<file path="src/rtl/aes_key_loader.sv">
// Captures a 128-bit key on a single-cycle strobe and streams it MSW-first as four 32-bit words.
// Optional KEY_CHANGE_ONLY_EN: drop strobes that repeat the most recently accepted key.
module aes_key_loader #(
  parameter int KEY_W  = 128,
  parameter int WORD_W = 32
) (
  input  logic              sclk,
  input  logic              rst_n,
  input  logic [KEY_W-1:0]  key_data,
  input  logic              en,
  output logic [WORD_W-1:0] word_out,
  output logic              word_valid,
  input  logic              word_ready,
  output logic [1:0]        word_idx,
  output logic              word_last,
  output logic              busy,
  output logic              done,
  output logic              overrun
);

  typedef enum logic {IDLE, SEND} state_e;

  state_e             state_q, state_d;
  logic [KEY_W-1:0]   shadow_q, shadow_d;
  logic [KEY_W-1:0]   pend_key_q, pend_key_d;
  logic               pend_vld_q, pend_vld_d;
  logic [1:0]         idx_q, idx_d;
  logic [WORD_W-1:0]  word_out_q, word_out_d;
  logic               done_q, done_d;
  logic               overrun_q, overrun_d;
  logic               en_acc;
  logic               hs;
  logic               final_hs;

`ifdef KEY_CHANGE_ONLY_EN
  logic [KEY_W-1:0]   last_key_q, last_key_d;
  logic               last_vld_q, last_vld_d;

  assign en_acc = en && !(last_vld_q && (key_data == last_key_q));

  always_comb begin
    last_key_d = last_key_q;
    last_vld_d = last_vld_q;
    if (en_acc) begin
      last_key_d = key_data;
      last_vld_d = 1'b1;
    end
  end

  always_ff @(posedge sclk or negedge rst_n) begin
    if (!rst_n) begin
      last_key_q <= '0;
      last_vld_q <= 1'b0;
    end else begin
      last_key_q <= last_key_d;
      last_vld_q <= last_vld_d;
    end
  end
`else
  assign en_acc = en;
`endif

  assign hs       = (state_q == SEND) && word_ready;
  assign final_hs = hs && (idx_q == 2'd3);

  always_comb begin
    state_d    = state_q;
    shadow_d   = shadow_q;
    pend_key_d = pend_key_q;
    pend_vld_d = pend_vld_q;
    idx_d      = idx_q;
    done_d     = 1'b0;
    overrun_d  = overrun_q;
    word_out_d = word_out_q;

    case (state_q)
      IDLE: begin
        if (en_acc) begin
          shadow_d = key_data;
          idx_d    = 2'd0;
          state_d  = SEND;
        end
      end
      SEND: begin
        if (hs) begin
          if (!final_hs) begin
            idx_d = idx_q + 2'd1;
          end else begin
            done_d = 1'b1;
            idx_d  = 2'd0;
            if (pend_vld_q) begin
              shadow_d   = pend_key_q;
              pend_vld_d = 1'b0;
            end else begin
              state_d = IDLE;
            end
          end
        end
        // A strobe landing on the final handshake with no pending key bypasses the buffer.
        if (en_acc) begin
          if (final_hs && !pend_vld_q) begin
            shadow_d = key_data;
            state_d  = SEND;
          end else begin
            pend_key_d = key_data;
            pend_vld_d = 1'b1;
            if (pend_vld_q && !final_hs) overrun_d = 1'b1;
          end
        end
      end
      default: state_d = IDLE;
    endcase

    case (idx_d)
      2'd0:    word_out_d = shadow_d[KEY_W-1          -: WORD_W];
      2'd1:    word_out_d = shadow_d[KEY_W-1-WORD_W   -: WORD_W];
      2'd2:    word_out_d = shadow_d[KEY_W-1-2*WORD_W -: WORD_W];
      default: word_out_d = shadow_d[WORD_W-1:0];
    endcase
  end

  always_ff @(posedge sclk or negedge rst_n) begin
    if (!rst_n) begin
      state_q    <= IDLE;
      shadow_q   <= '0;
      pend_key_q <= '0;
      pend_vld_q <= 1'b0;
      idx_q      <= 2'd0;
      word_out_q <= '0;
      done_q     <= 1'b0;
      overrun_q  <= 1'b0;
    end else begin
      state_q    <= state_d;
      shadow_q   <= shadow_d;
      pend_key_q <= pend_key_d;
      pend_vld_q <= pend_vld_d;
      idx_q      <= idx_d;
      word_out_q <= word_out_d;
      done_q     <= done_d;
      overrun_q  <= overrun_d;
    end
  end

  assign word_out   = word_out_q;
  assign word_valid = (state_q == SEND);
  assign busy       = (state_q == SEND);
  assign word_idx   = idx_q;
  assign word_last  = (state_q == SEND) && (idx_q == 2'd3);
  assign done       = done_q;
  assign overrun    = overrun_q;

endmodule
</file>
<file path="config.mk">
export PLATFORM = sky130hd
export DESIGN_NAME = aes_key_loader
export DESIGN_NICKNAME = d
export VERILOG_FILES = /design/src/rtl/aes_key_loader.sv
export SDC_FILE = /design/constraint.sdc
export NUM_CORES = 1
export LEC_CHECK = 0
export ABC_AREA = 1
export CAP_MARGIN = 20
export CORE_MARGIN = 5
export CORE_UTILIZATION = 35
export CTS_CLUSTER_SIZE = 40
export DETAILED_ROUTE_END_ITERATION = 16
export MAX_ROUTING_LAYER = met4
export PLACE_DENSITY_LB_ADDON = 0.3
export SYNTH_ARGS = -nofsm -noshare
export SYNTH_HDL_FRONTEND = slang
export SYNTH_SLANG_ARGS = --single-unit
</file>
<file path="constraint.sdc">
create_clock -name sclk -period 2.33 [get_ports sclk]
set_input_delay 0.3495 -clock sclk [delete_from_list [all_inputs] [get_ports sclk]]
set_output_delay 0.3495 -clock sclk [all_outputs]
set_load 0.02 [all_outputs]
</file>
Word-level counts from Yosys, hierarchy flattened
Index checks and enable logic that the tools add are counted.
W data, S select, Z words.
- input bits: 132
- word-level logic and storage cells: 50
- flip-flop bits (word level): 294
- output and inout port bits: 39
- muxes and demuxes: 26
- eq/ne operators: 3
- reduce and logical (&&, ||, !) cells: 10
- bitwise operators: 2
- $add $sub $neg: 1
- operators by type and width (cell ; count):
    $mux W128 ; 6
    $pmux W128 S2 ; 1
    $pmux W32 S3 ; 1
    $mux W1 ; 13
    $mux W2 ; 3
    $logic_and A1 B1 Y1 ; 5
    $eq A2 B2 Y1 const B ; 2
    $pmux W2 S2 ; 1
    $reduce_and A4 Y1 ; 1
    $reduce_and A3 Y1 ; 1
    $add A2 B1 Y2 const B ; 1
    $eq A2 B1 Y1 const B ; 1
    $logic_not A1 Y1 ; 2
    $logic_not A2 Y1 ; 1
    $not A1 Y1 ; 2
    $pmux W1 S2 ; 1

Longest topological paths before layout
Gate-level depths: netlist of run 1.
- word-level depth: 8
- mapped depth: 12
- mapped depth without buffers: 11

Least setup slack after synthesis of run 1
No wires, ideal clock.
- path kind: flip-flop to flip-flop
- start: register idx_q[0], in the netlist word_idx[0]
- end: register word_out_q[5], in the netlist word_out[5]
- period minus slack after synthesis: 1.920 ns
- required time: 2.200 ns
- cell stages (with the launch flop): 11
- setup time: 0.130 ns
- buffers on the path: 1
- arrival time: 1.790 ns
- slack: 0.410 ns
- path through: dfrtp_1 ha_1 nand2_1 inv_1 nand2_1 clkbuf_1 nand2_1 nand3_1 nand2_1 nand3_1 nand4_1
- longest elaborated chain between the ends: 8
- elaborated cells between the ends (all ways): 17
- those cells by class: add/sub: 1; eq/ne: 3; mux: 10; reduce/logical: 3
- RTL lines (item ; RTL line ; RTL):
    start: declaration ; 27 ; logic [1:0] idx_q, idx_d;
    start signal: assignment ; 137 ; idx_q <= idx_d;
    $eq A2 B2 Y1 ; 64 ; assign final_hs = hs && (idx_q == 2'd3);
    $logic_and A1 B1 Y1 ; 64 ;
    $mux W128 ; 86 ; if (!final_hs) begin
    $mux W128 ; 85 ; if (hs) begin
    $mux W128 ; 101 ; if (final_hs && !pend_vld_q) begin
    $mux W128 ; 100 ; if (en_acc) begin
    $pmux W128 S2 ; 76 ; case (state_q)
    $pmux W32 S3 * ; 114 ; case (idx_d)
    net word_out_d[5] ; 28 ; logic [WORD_W-1:0] word_out_q, word_out_d;
    end signal: assignment ; 138 ; word_out_q <= word_out_d;
    end: declaration ; 28 ;
The timed path passes the listed nets; every way through them passes the cells marked *.
A chain may end at the register's enable or synchronous reset.

Worst setup path in the final report of run 1
- start: register idx_q[0], in the netlist word_idx[0]
- end: register pend_key_q[17]
- longest elaborated chain between the ends: 5
- RTL lines (item ; RTL line ; RTL):
    $eq A2 B2 Y1 ; 64 ;
    $logic_and A1 B1 Y1 ; 64 ;
    $logic_and A1 B1 Y1 ; 101 ;
    $not A1 Y1 (no line) ; -- ;
    $reduce_and A3 Y1 (no line) ; -- ;
    end signal: assignment ; 135 ; pend_key_q <= pend_key_d;
    end: declaration ; 25 ; logic [KEY_W-1:0] pend_key_q, pend_key_d;
No other way between the ends.

==> results.txt, run 1 <==
- The run finished with clean final reports.
- Dividing the final minimum period by the clock period gives 91.0%.
* Combinational fraction of design power: 42.9%
* Initial antenna violation count: 1
* Cell area after technology mapping: 16600 sq um
- Yosys reg bits: 294
* Worst Hold Endpoint: word_idx[1]
- Yosys cell types: 28
- Counting the buffers created by CTS gives 35.
- Max-cap violations in this run came to 0.
* Count of mapped cells out of synthesis: 2349
- Post-CTS setup-driven buffer insertion count: 0
- Worst Min Path Start: en
- In this run the tightest slew margin relative to its limit is 56.9%.
- The number of global-route vias before repair was 15900.
- In this run the critical register-to-register path is launched from word_idx[0].
- The worst setup path is launched from a flip-flop.
- The path class of the tightest hold or removal check is in -> reg.
- Die Width: 228 microns
- The setup path with the least slack is of type reg -> reg.
- In this run the deepest clock path goes through 3 buffers.
- The HPWL after detailed placement is 40.3 mm.
* Global-route wire length before repair: 93.4 mm
- Maximum VDD drop: 0.518 mV
- Along the worst hold path, the cell count comes to 4.
- Clock tree from TritonCTS: yes
* Total wire length: 60.6 mm
- Initial detailed-routing violation count: 1677
* Switching part of the total power: 39.6%
* Area overhead of the layout relative to synthesis: 23.8%
- Timing would allow up to 471 MHz.
- CTS placed an instance of clkbuf_16 at the clock tree root.
* Final-report max-slew violation count: 0
- After detailed routing, the average wire length per cell comes to 19.5 microns.
- The worst setup path is captured at a flip-flop.
* Number of remaining DRC errors: 0
- Gr ovfl total: 0
* Final Hold Vio Count: 0
- All-layer global routing usage: 23.7%
- For the pin with the worst max-slew slack, the measured transition is 0.646 ns.
- Area of the core: 46800 sq um
* Fraction of the mapped netlist area in adder cells: 0.0754%
- Clock-pin slew was measured on the worst setup and hold paths at 0.06 ns.
- Worst hold slack across all endpoints: 0.329 ns
- Static leakage: 10.0 nW
- Total power per unit cell area: 1130 nW/um^2
- Across all layers, the routed design uses 16500 vias.
* Avg Inst Size Synth: 7.06 sq um
- Sequential element share of the synthesized area: 44.4%
- Warnings from Yosys: 0
* Num ports: 171
- The floorplan has 79 rows.
- Layout cells sized above 1: 6.24%
- Fill cells: 4582
- After the last flow step, the layout net total stands at 2612.
- Clock network power share: 24.0%
* Crit path setup slack, layout: 0.209 ns
- In this run the cell area measured after placement is 19400 sq um.
- Total non-filler cell area in the finished layout: 20500 sq um
- Subtracting the final worst setup slack from the clock period gives 2.12 ns.
* Syn Nets: 2482
* Clock latency on the worst-skew pair: 0.55 ns
- After Yosys synthesis, XOR and XNOR cells account for 0% of the synthesized area.
* RSZ-0062 raised after global routing: no
- Count of TritonRoute iterations in the first routing pass: 5
- The synthesized netlist devotes 35.2% of its cell area to simple gates.
* Maximum number of pins on one net before global-route repair: 118
- Worst Clk Skew: 0.0275 ns
* Final setup vio count: 0
* Critical path required time: 2.72 ns
* Placer congestion estimate: 0.897
* Cell Int Power: 14.0 mW
- The worst register-to-register path ends at pend_key_q[17].
- First element of the critical path: word_idx[0]
- Using the TritonRoute via totals, the vias-per-cell ratio works out to 5.31.
- Measured in cells, the most critical reg-to-reg path has a length of 9.
* CTS H-tree lvls: 2
- By area, the combinational part of the netlist is dominated by simple AND/OR/NAND/NOR gates.
- Multiplexer cells account for 0% of the synthesized area.
- The initial utilization of the core area, before any placement, comes to 35.5%.
- Arrival time of the worst setup path: 2.51 ns
- Clock tree synthesis found a total of 294 sinks.
* Port-buffer cells: 170
- In this run the vertical extent of the chip is 228 microns.
* Pre-CTS setup slack: -0.109 ns
* Die outline area: 51800 sq um
- Along the worst path, the maximum fanout reaches 40.
- Net switching power: 9.21 mW
- Setup slack on the worst reg-to-reg path comes out at 0.21 ns.
* Detail Route Antenna Nets: 0
- Complex-gate fraction of the synthesized area: 12.6%
- Sequential cells account for 33.1% of the total power.
-- registers in the layout, indices dropped and copies added (netlist names) --
register    flops
shadow_q      128
pend_vld_q      1
word_out       32
pend_key_q    128
done            1
word_idx        2
overrun         1
busy            1
-- per-stage QoR --
step	setup TNS (ns)	std cells	utilization [%]	total power, mW
final	0	3110	43.9	23.3
after global routing	0	3110	43.9	24.8
after CTS	0	3109	43.9	23.3
after detailed placement	-2.37	3048	41.5	17.7
after global placement	-0.397	3048	41.5	17.4
after floorplan	0	2349	-	13.5
-- worst max-delay path, stage by stage, from the launching register on --
cell	delay, ns
dfrtp_1	0.39
ha_1	0.23
nand2_1	0.14
nor2_4	0.07
nand2_2	0.11
nand2_2	0.11
buf_12	0.17
nor2_4	0.16
buf_4	0.41
o21ai_0	0.15
-- cells by family (layout without fill, tap and decap cells) --
logic type,count (synthesis),after routing
buf+inv,304,457
flops,294,294
other cells,0,1
fa+ha+maj,1,1
simple gates,1400,1400
compound gates,350,350
-- layout by cell type (no fill, tap or decap), drive strengths merged --
cell,n
a21boi,54
a21oi,47
and2,45
buf,87
bufinv,3
clkbuf,53
clkdlybuf4s50,165
clkinv,5
dfrtp,294
diode,1
dlygate4sd2,1
dlygate4sd3,1
dlymetal6s2s,2
ha,1
inv,140
nand2,823
nand3,281
nand3b,8
nand4,24
nor2,219
o211ai,81
o21ai,167
o21bai,1
-- cell usage after synthesis (all sizes together) --
cell type / instances / area [sq um]
a21boi: 54 / 405
o211ai: 81 / 608
and2: 45 / 282
dfrtp: 294 / 7360
buf: 110 / 553
nand3: 281 / 1410
clkinv: 1 / 3.75
o21bai: 1 / 7.51
ha: 1 / 12.5
nand2: 823 / 3090
nand3b: 8 / 60.1
inv: 140 / 526
a21oi: 47 / 239
nand4: 24 / 150
clkbuf: 53 / 199
nor2: 219 / 840
o21ai: 167 / 836
-- metal layers --
metal,global-route usage [%],vias up,routed length [microns]
li1,-,7851,-
met1,32.6,7906,26800
met2,35.3,682,27200
met3,4.35,87,4810
met4,8.04,0,1820
met5,-,-,0
-- layout make-up --
cell class / count / area [sq um] / share of cell area [%]
diodes: 1 / 2.50 / 0.0122
clock buffers: 53 / 1010 / 4.94
clock inverters: 7 / 114 / 0.555
inverters: 141 / 531 / 2.58
multi-input cells: 1751 / 7960 / 38.8
flip-flops and latches: 294 / 7360 / 35.9
well taps: 607 / 759 / 3.70
repair buffers: 256 / 2790 / 13.6
-- power by group through the flow --
stage | Combinational (mW) | Sequential, mW | Clock, mW
global route | 11.1 | 7.84 | 5.88
finish | 9.98 | 7.69 | 5.58
global placement | 9.66 | 7.70 | 0
CTS | 9.94 | 7.67 | 5.68
floorplan | 5.66 | 7.85 | 0
detailed placement | 9.90 | 7.75 | 0
-- how the worst max path moves through the flow --
stage                      to  slack, ns  cells after the start
2_1_floorplan     word_out[5]       0.41                     10
3_3_place_gp     word_out[21]      -0.08                     10
3_5_place_dp      word_out[3]      -0.11                     11
4_1_cts                  busy      0.008                      2
5_1_grt        pend_key_q[63]       0.08                     10
6_report       pend_key_q[17]       0.21                      9
-- what timing repair did --
item | in CTS | in global routing
endpoints found under the hold margin | 61 | 0
setup endpoints to repair | 3 | 2
resized for setup | 2 | 2
hold buffers | 1 | 0
pin swaps | 0 | 0
Note: power is estimated with default switching activity, not from simulation.
==> run 2, diff against run 1 <==
Settings changed: CAP_MARGIN 20 to 10, CELL_PAD_IN_SITES_DETAIL_PLACEMENT set to 0, CELL_PAD_IN_SITES_GLOBAL_PLACEMENT set to 2, CORE_UTILIZATION 35 to 33.
==> run 2 against run 1 <==
Against the previous run:
- critical path depth increased by 1
- combinational power increased by 4%
- sequential power is essentially flat
- cell area grew 2.5%
- maximum frequency decreased by 3.4%
- total power grew 3.8%
- count of clock-buffer cells in the layout is 6 higher
- die area is 5.8% higher
- sequential cell count is the same
==> results.txt, run 2 (synthesis gave the netlist of run 1 again) <==
* Met3 Resource Use GR: 3.31%
* Run status: completed
- All-layer global routing usage: 24.4%
* Area of the core: 50000 sq um
- For met2 alone, demand over resource in global routing was 36.6%.
- STA classifies the critical path startpoint as a flip-flop.
* Most used routing layer: met2
- Static leakage: 10.2 nW
* Final HPWL DP: 43.8 mm
* Count of TritonRoute iterations in the first routing pass: 5
- Layout cells sized above 1: 7.73%
* Via/cell ratio: 5.17
- After floorplanning, the core was divided into 82 placement rows.
* Relative max-transition margin: 58.1%
- The congestion estimate from routability-driven global placement came to 0.850.
- The repair_antennas step left the layout with diodes totalling 0.
- Worst Path Buf+Inv: 3
- CTS saw 294 sinks.
- Dividing total power by cell area gives a power density of 1150 nW/um^2.
- The clock passes through at most 3 buffers.
- Worst Min Path Start: en
- Class of the tightest hold or removal check: in -> reg
- The die covers 54800 sq um.
- Final critical-path required period: 2.20 ns
- Max-cap check violation count: 0
- The floorplan step set the die width to 234 microns.
* Gr ovfl total: 0
- The library cells used most frequently in the layout, excluding fill and tap cells, are nand2_1 (818), dfrtp_1 (292), nand3_1 (279).
- After clock tree synthesis, the clock-pin slew on the worst setup and hold paths is 0.06 ns.
- CTS H-tree lvls: 2
- Final setup vio count: 0
* Endpoint class of the critical path: flip-flop
* Depth of the worst hold-timing path: 4
- After detailed routing, the average wire length per cell comes to 20.4 microns.
- Final Util: 42.1%
- STA puts the critical path data required time at 2.73 ns.
- Least-Margin Pin Slew: 0.629 ns
* Number of remaining DRC errors: 0
- Pin placement for this block handled 171 I/O pins.
* Slowest stage cell on the critical path: dfrtp_4
- Of the available clock period, the critical path in the final layout requires 94.2%.
* Number of global-route vias before repair: 16000
- On the critical path the largest part of the delay comes from simple AND/OR/NAND/NOR gates.
- TritonCTS built the clock tree.
- The first routing iteration left 1518 violations.
- Highest net fanout along the worst path: 18
- From bottom edge to top edge, the die measures 234 microns.
- Root Buffer Master: clkbuf_16
* Met1 global-route usage: 35.3%
- Worst Clk Skew: 0.0215 ns
- Achievable clock frequency: 456 MHz
- Delay contributed by the slowest stage of the critical path: 0.45 ns
- The startpoint identified for the worst register-to-register timing path is busy.
- The final layout contains 2641 nets.
- The critical path is of the reg -> reg type.
- RR Endpoint: word_out[6]
- The tightest hold path in the finished design has a slack of 0.162 ns.
- Initial antenna violation count: 0
- The worst register-to-register path has a depth of 10.
* Area overhead of the layout relative to synthesis: 26.9%
* Total wire length: 65.5 mm
- Clock latency on the worst-skew pair: 0.56 ns
- For this configuration, the core starts out at a cell density of 33.2%.
- The count of final max-slew check failures was 0.
* Total clock buffers created by CTS: 39
- The worst register-to-register path has a setup slack of 0.13 ns.
- Most common cell after layout, fill and taps aside: nand2_1
- The first global-routing pass estimated 101 mm of wire.
- Detail Route Antenna Nets: 0
- Summing over every cut layer, the via total after detailed routing is 16600.
* Arrival time of the worst setup path: 2.59 ns
* RSZ-0062 raised after global routing: no
- Port-buffer cells: 170
* Final Hold Vio Count: 0
- Maximum VDD drop: 0.442 mV
- The completed layout was analyzed and its total power is 24.1 mW.
- The worst hold path terminates at word_idx[1].
- Walking the worst path, the cells encountered are buf_6 -> nand2_1 -> nor2_4 -> nand3_4 -> buf_12 -> buf_4 -> nand3_1 -> nand2_1 -> nand3_1 -> nand4_1.
- For the final routed database, the setup TNS stands at 0 ns.
- Entering global routing, the biggest net connects 64 pins.
run 2: worst max path at each step:
stage                 from        endpoint  slack, ns  cells after the start
6_report              busy     word_out[6]       0.13                     10
3_3_place_gp    word_ready     word_out[6]      -0.24                      8
4_1_cts        word_idx[0]     word_out[6]       0.03                      8
2_1_floorplan  word_idx[0]     word_out[5]       0.41                     10
5_1_grt               busy  pend_key_q[24]       0.04                     12
3_5_place_dp    word_ready     word_out[6]      -0.28                      8
run 2: what timing repair did:
action | CTS | global route
cloned | 0 | 1
pin swaps | 0 | 3
hold buffers | 1 | 0
resized for setup | 1 | 8
setup buffers | 0 | 5
setup endpoints to repair | 1 | 110
endpoints found under the hold margin | 28 | 0
run 2: power by group:
part           internal [mW]  leakage, nW  switching (mW)
Sequential              6.86         3.45           0.847
Clock                   3.61        0.634            2.41
Combinational           4.03         6.16            6.38
run 2: metrics by stage:
step / cell area (sq um) / setup slack [ns] / instances
3_3_place_gp: 19700 / -0.240 / 3132
4_1_cts: 21000 / 0.0303 / 3202
3_5_place_dp: 19700 / -0.282 / 3132
6_report: 21000 / 0.135 / 3208
5_1_grt: 21000 / 0.0361 / 3208
2_1_floorplan: 16600 / 0.410 / 2349
run 2: area by class of cell:
cell class	instances	area (sq um)
inverter	141	532
tap	672	841
clock inverter	10	90.1
multi-input combinational	1751	7980
fill	5063	28900
clock buffer	59	1180
timing repair buffer	281	3060
sequential	294	7360
run 2: worst register-to-register path, stage by stage, from the launching register on:
cell,delay (ns)
dfrtp_4,0.45
buf_6,0.15
nand2_1,0.11
nor2_4,0.22
nand3_4,0.18
buf_12,0.20
buf_4,0.20
nand3_1,0.11
nand2_1,0.06
nand3_1,0.19
nand4_1,0.16
run 2: layer usage:
layer  vias up  wire, microns
met5         -              0
met4         0           1180
met3        72           3940
met2       549          29400
met1      8004          30900
li1       7946              -
==> run 3, diff against run 2 <==
--- a/config.mk
+++ b/config.mk
@@ -10,5 +10,5 @@
 export CELL_PAD_IN_SITES_DETAIL_PLACEMENT = 0
 export CELL_PAD_IN_SITES_GLOBAL_PLACEMENT = 2
-export CORE_MARGIN = 5
+export CORE_MARGIN = 4
 export CORE_UTILIZATION = 33
 export CTS_CLUSTER_SIZE = 40
==> constraint.sdc (replaced) <==
create_clock -name sclk -period 2.33 [get_ports sclk]
set_input_delay 0.699 -clock sclk [delete_from_list [all_inputs] [get_ports sclk]]
set_output_delay 0.699 -clock sclk [all_outputs]
set_load 0.02 [all_outputs]
==> run 3 against run 2 <==
Against the previous run:
- sequential power about the same
- utilization increased by 0.20 points
- maximum frequency shrank 4.3%
==> results.txt, run 3 (synthesis gave the netlist of run 1 again) <==
- Max-cap violations in this run came to 0.
* Total placed cells including tap cells: 3124
- Count of TritonRoute iterations in the first routing pass: 7
* Switching part of the total power: 40.5%
- Least-Margin Pin Slew: 0.581 ns
- For this block, the initial DRC count from the detailed router was 1796.
* Starting Density: 33.6%
* Endpoint class of the critical path: output port
- The H-tree was split into 2 levels.
* Critical path required time: 1.63 ns
- Layout cells sized above 1: 7.40%
- The longest clock path from root to sink contains 3 buffers.
- After detailed routing, the total wire length is 64.2 mm.
- Net switching power: 9.64 mW
- Startpoint-to-endpoint class of the critical path: reg -> out
- Along the worst path, the maximum fanout reaches 1.
- Class of the tightest hold or removal check: in -> async
- On the critical path, the stage with the largest delay is an instance of clkdlybuf4s50_1.
- Power spread over the standard cell area amounts to 1140 nW/um^2.
* CTS clk-pin slew, worst paths: 0.06 ns
* Startpoint of the lowest-slack register-to-register path: busy
- Placer congestion estimate: 0.884
* RSZ-0062 raised after global routing: no
- In this run, post-CTS hold repair placed 0 buffers.
- From left edge to right edge, the die measures 232 microns.
- Detailed placement ended at an HPWL of 43.3 mm.
* Relative max-transition margin: 61.3%
- The internal portion of the total power is 14.2 mW.
- After layout, the worst setup slack is 0.0350 ns.
* Detail Route Antenna Nets: 0
* First element of the critical path: word_out[29]
* Via count of the routed design: 16400
- Of the total power, the clock network draws 24.5%.
- Die outline area: 53900 sq um
- Final-report max-slew violation count: 0
* Floorplan die height: 232 microns
* Routed len/inst: 20.1 microns
- Root Buffer Master: clkbuf_16
- The critical path goes through clkdlybuf4s50_1.
* Initial antenna violation count: 1
- Global routing used 24.3% of the available tracks.
* Static leakage: 10.2 nW
- In this run the core area contains 81 standard-cell rows.
* Share of the clock period used by the worst path after layout: 98.5%
* Total Nets Final: 2635
* Port-buffer cells: 170
- Maximum number of pins on one net before global-route repair: 113
* Number of global-route vias before repair: 15700
* Highest-count cells in the layout ignoring fill and taps: nand2_1 (819), dfrtp_1 (292), nand3_1 (278)
- Across the VDD grid, the largest voltage drop is 0.510 mV.
- Reg power frac: 32.4%
* Final setup vio count: 0
- Final critical-path required period: 2.29 ns
- Pre-CTS setup slack: -0.625 ns
* Number of non-filler instances in the completed layout: 3190
* Num ports: 171
- For this run, the top clock speed supported by timing is 436 MHz.
* Clock Sinks: 294
- For this run, the share of the core covered by cells in the final layout is 42.3%.
- Area of the core: 49400 sq um
- Antenna cells: 0
* Most common cell after layout, fill and taps aside: nand2_1
* Cell type group with the largest total delay on the critical path: buffers and inverters
* Worst Clk Skew: 0.0105 ns
- Sort of element at the start of the critical path: flip-flop
- After detailed routing, the number of vias per cell comes to 5.13.
- The number of failing hold endpoints at the final stage is 0.
- Gr ovfl total: 0
- Clock latency on the worst-skew pair: 0.55 ns
- The flow ran to the end, and the final reports show no timing, DRC or antenna violations.
- Compared with the post-synthesis result, the final layout area differs by 25.9%.
- Of the total power, combinational logic draws 43.1%.
- After detailed routing, the number of remaining DRC violations is 0.
- Clock tree synthesis inserted a total of 38 buffers.
- TritonCTS built the clock tree.
* Worst Path Buf+Inv: 1
- For the worst setup path, the data arrival time is 1.60 ns.
- Global-route wire length before repair: 98.9 mm
- Delay contributed by the slowest stage of the critical path: 0.64 ns
==> run 3: cell types whose count changed in the layout (fill, tap and decap cells not counted), sizes merged <==
cell,before,now
clkbuf,60,58
dlygate4sd3,1,0
clkinv,11,6
dlymetal6s2s,0,4
buf,111,109
dlygate4sd2,1,8
clkdlybuf4s50,167,155
inv,139,140
==> run 3: repair_timing <==
item                                    4_1_cts  5_1_grt
resized for setup                            14        7
endpoints found under the setup margin       11       24
buffers inserted                              2        0
==> run 3: cell type report <==
cell class | count | area [sq um]
fillers | 5045 | 28500
multi-input cells | 1751 | 7980
flip-flops and latches | 294 | 7360
repair buffers | 276 | 2980
clock buffers | 58 | 1150
well taps | 664 | 831
inverters | 141 | 531
clock inverters | 6 | 58.8
==> run 3: path summary, 6_finish.rpt <==
check	to	slack [ns]	cells after the start
setup reg to reg	word_out[25]	0.21	9
hold reg to reg	pend_key_q[103]	0.47	2
setup / recovery	word_out[29]	0.04	1
hold / removal	pend_key_q[10]	0.08	1
min in group sclk	pend_key_q[103]	0.47	2
max in group asynchronous	pend_vld_q	1.53	2
==> run 3: power groups by stage <==
stage          logic, mW  registers (mW)  clock network (mW)
4_1_cts             10.3            7.69                5.99
2_1_floorplan       5.66            7.85                   0
5_1_grt             11.3            7.86                6.16
6_report            10.3            7.71                5.83
3_5_place_dp        10.2            7.78                   0
3_3_place_gp        10.1            7.74                   0
==> run 3: layer usage <==
metal | global-route usage [%] | up-vias | part of all wire (%)
met4 | 4.11 | 0 | 1.4
met3 | 3.62 | 64 | 6.1
met1 | 35.5 | 7857 | 48
met2 | 36.5 | 540 | 45
met5 | - | - | 0
li1 | - | 7912 | -
==> run 3: through the flow <==
step	total power, mW	cell area, sq um	hold WS, ns	setup TNS, ns
CTS	23.9	20900	0.0753	0
floorplan	13.5	16600	0.403	0
detailed placement	18.0	19600	0.459	-96.57
global route	25.4	20900	0.0926	0
finish	23.8	20900	0.0837	0
global placement	17.8	19600	0.454	-87.90
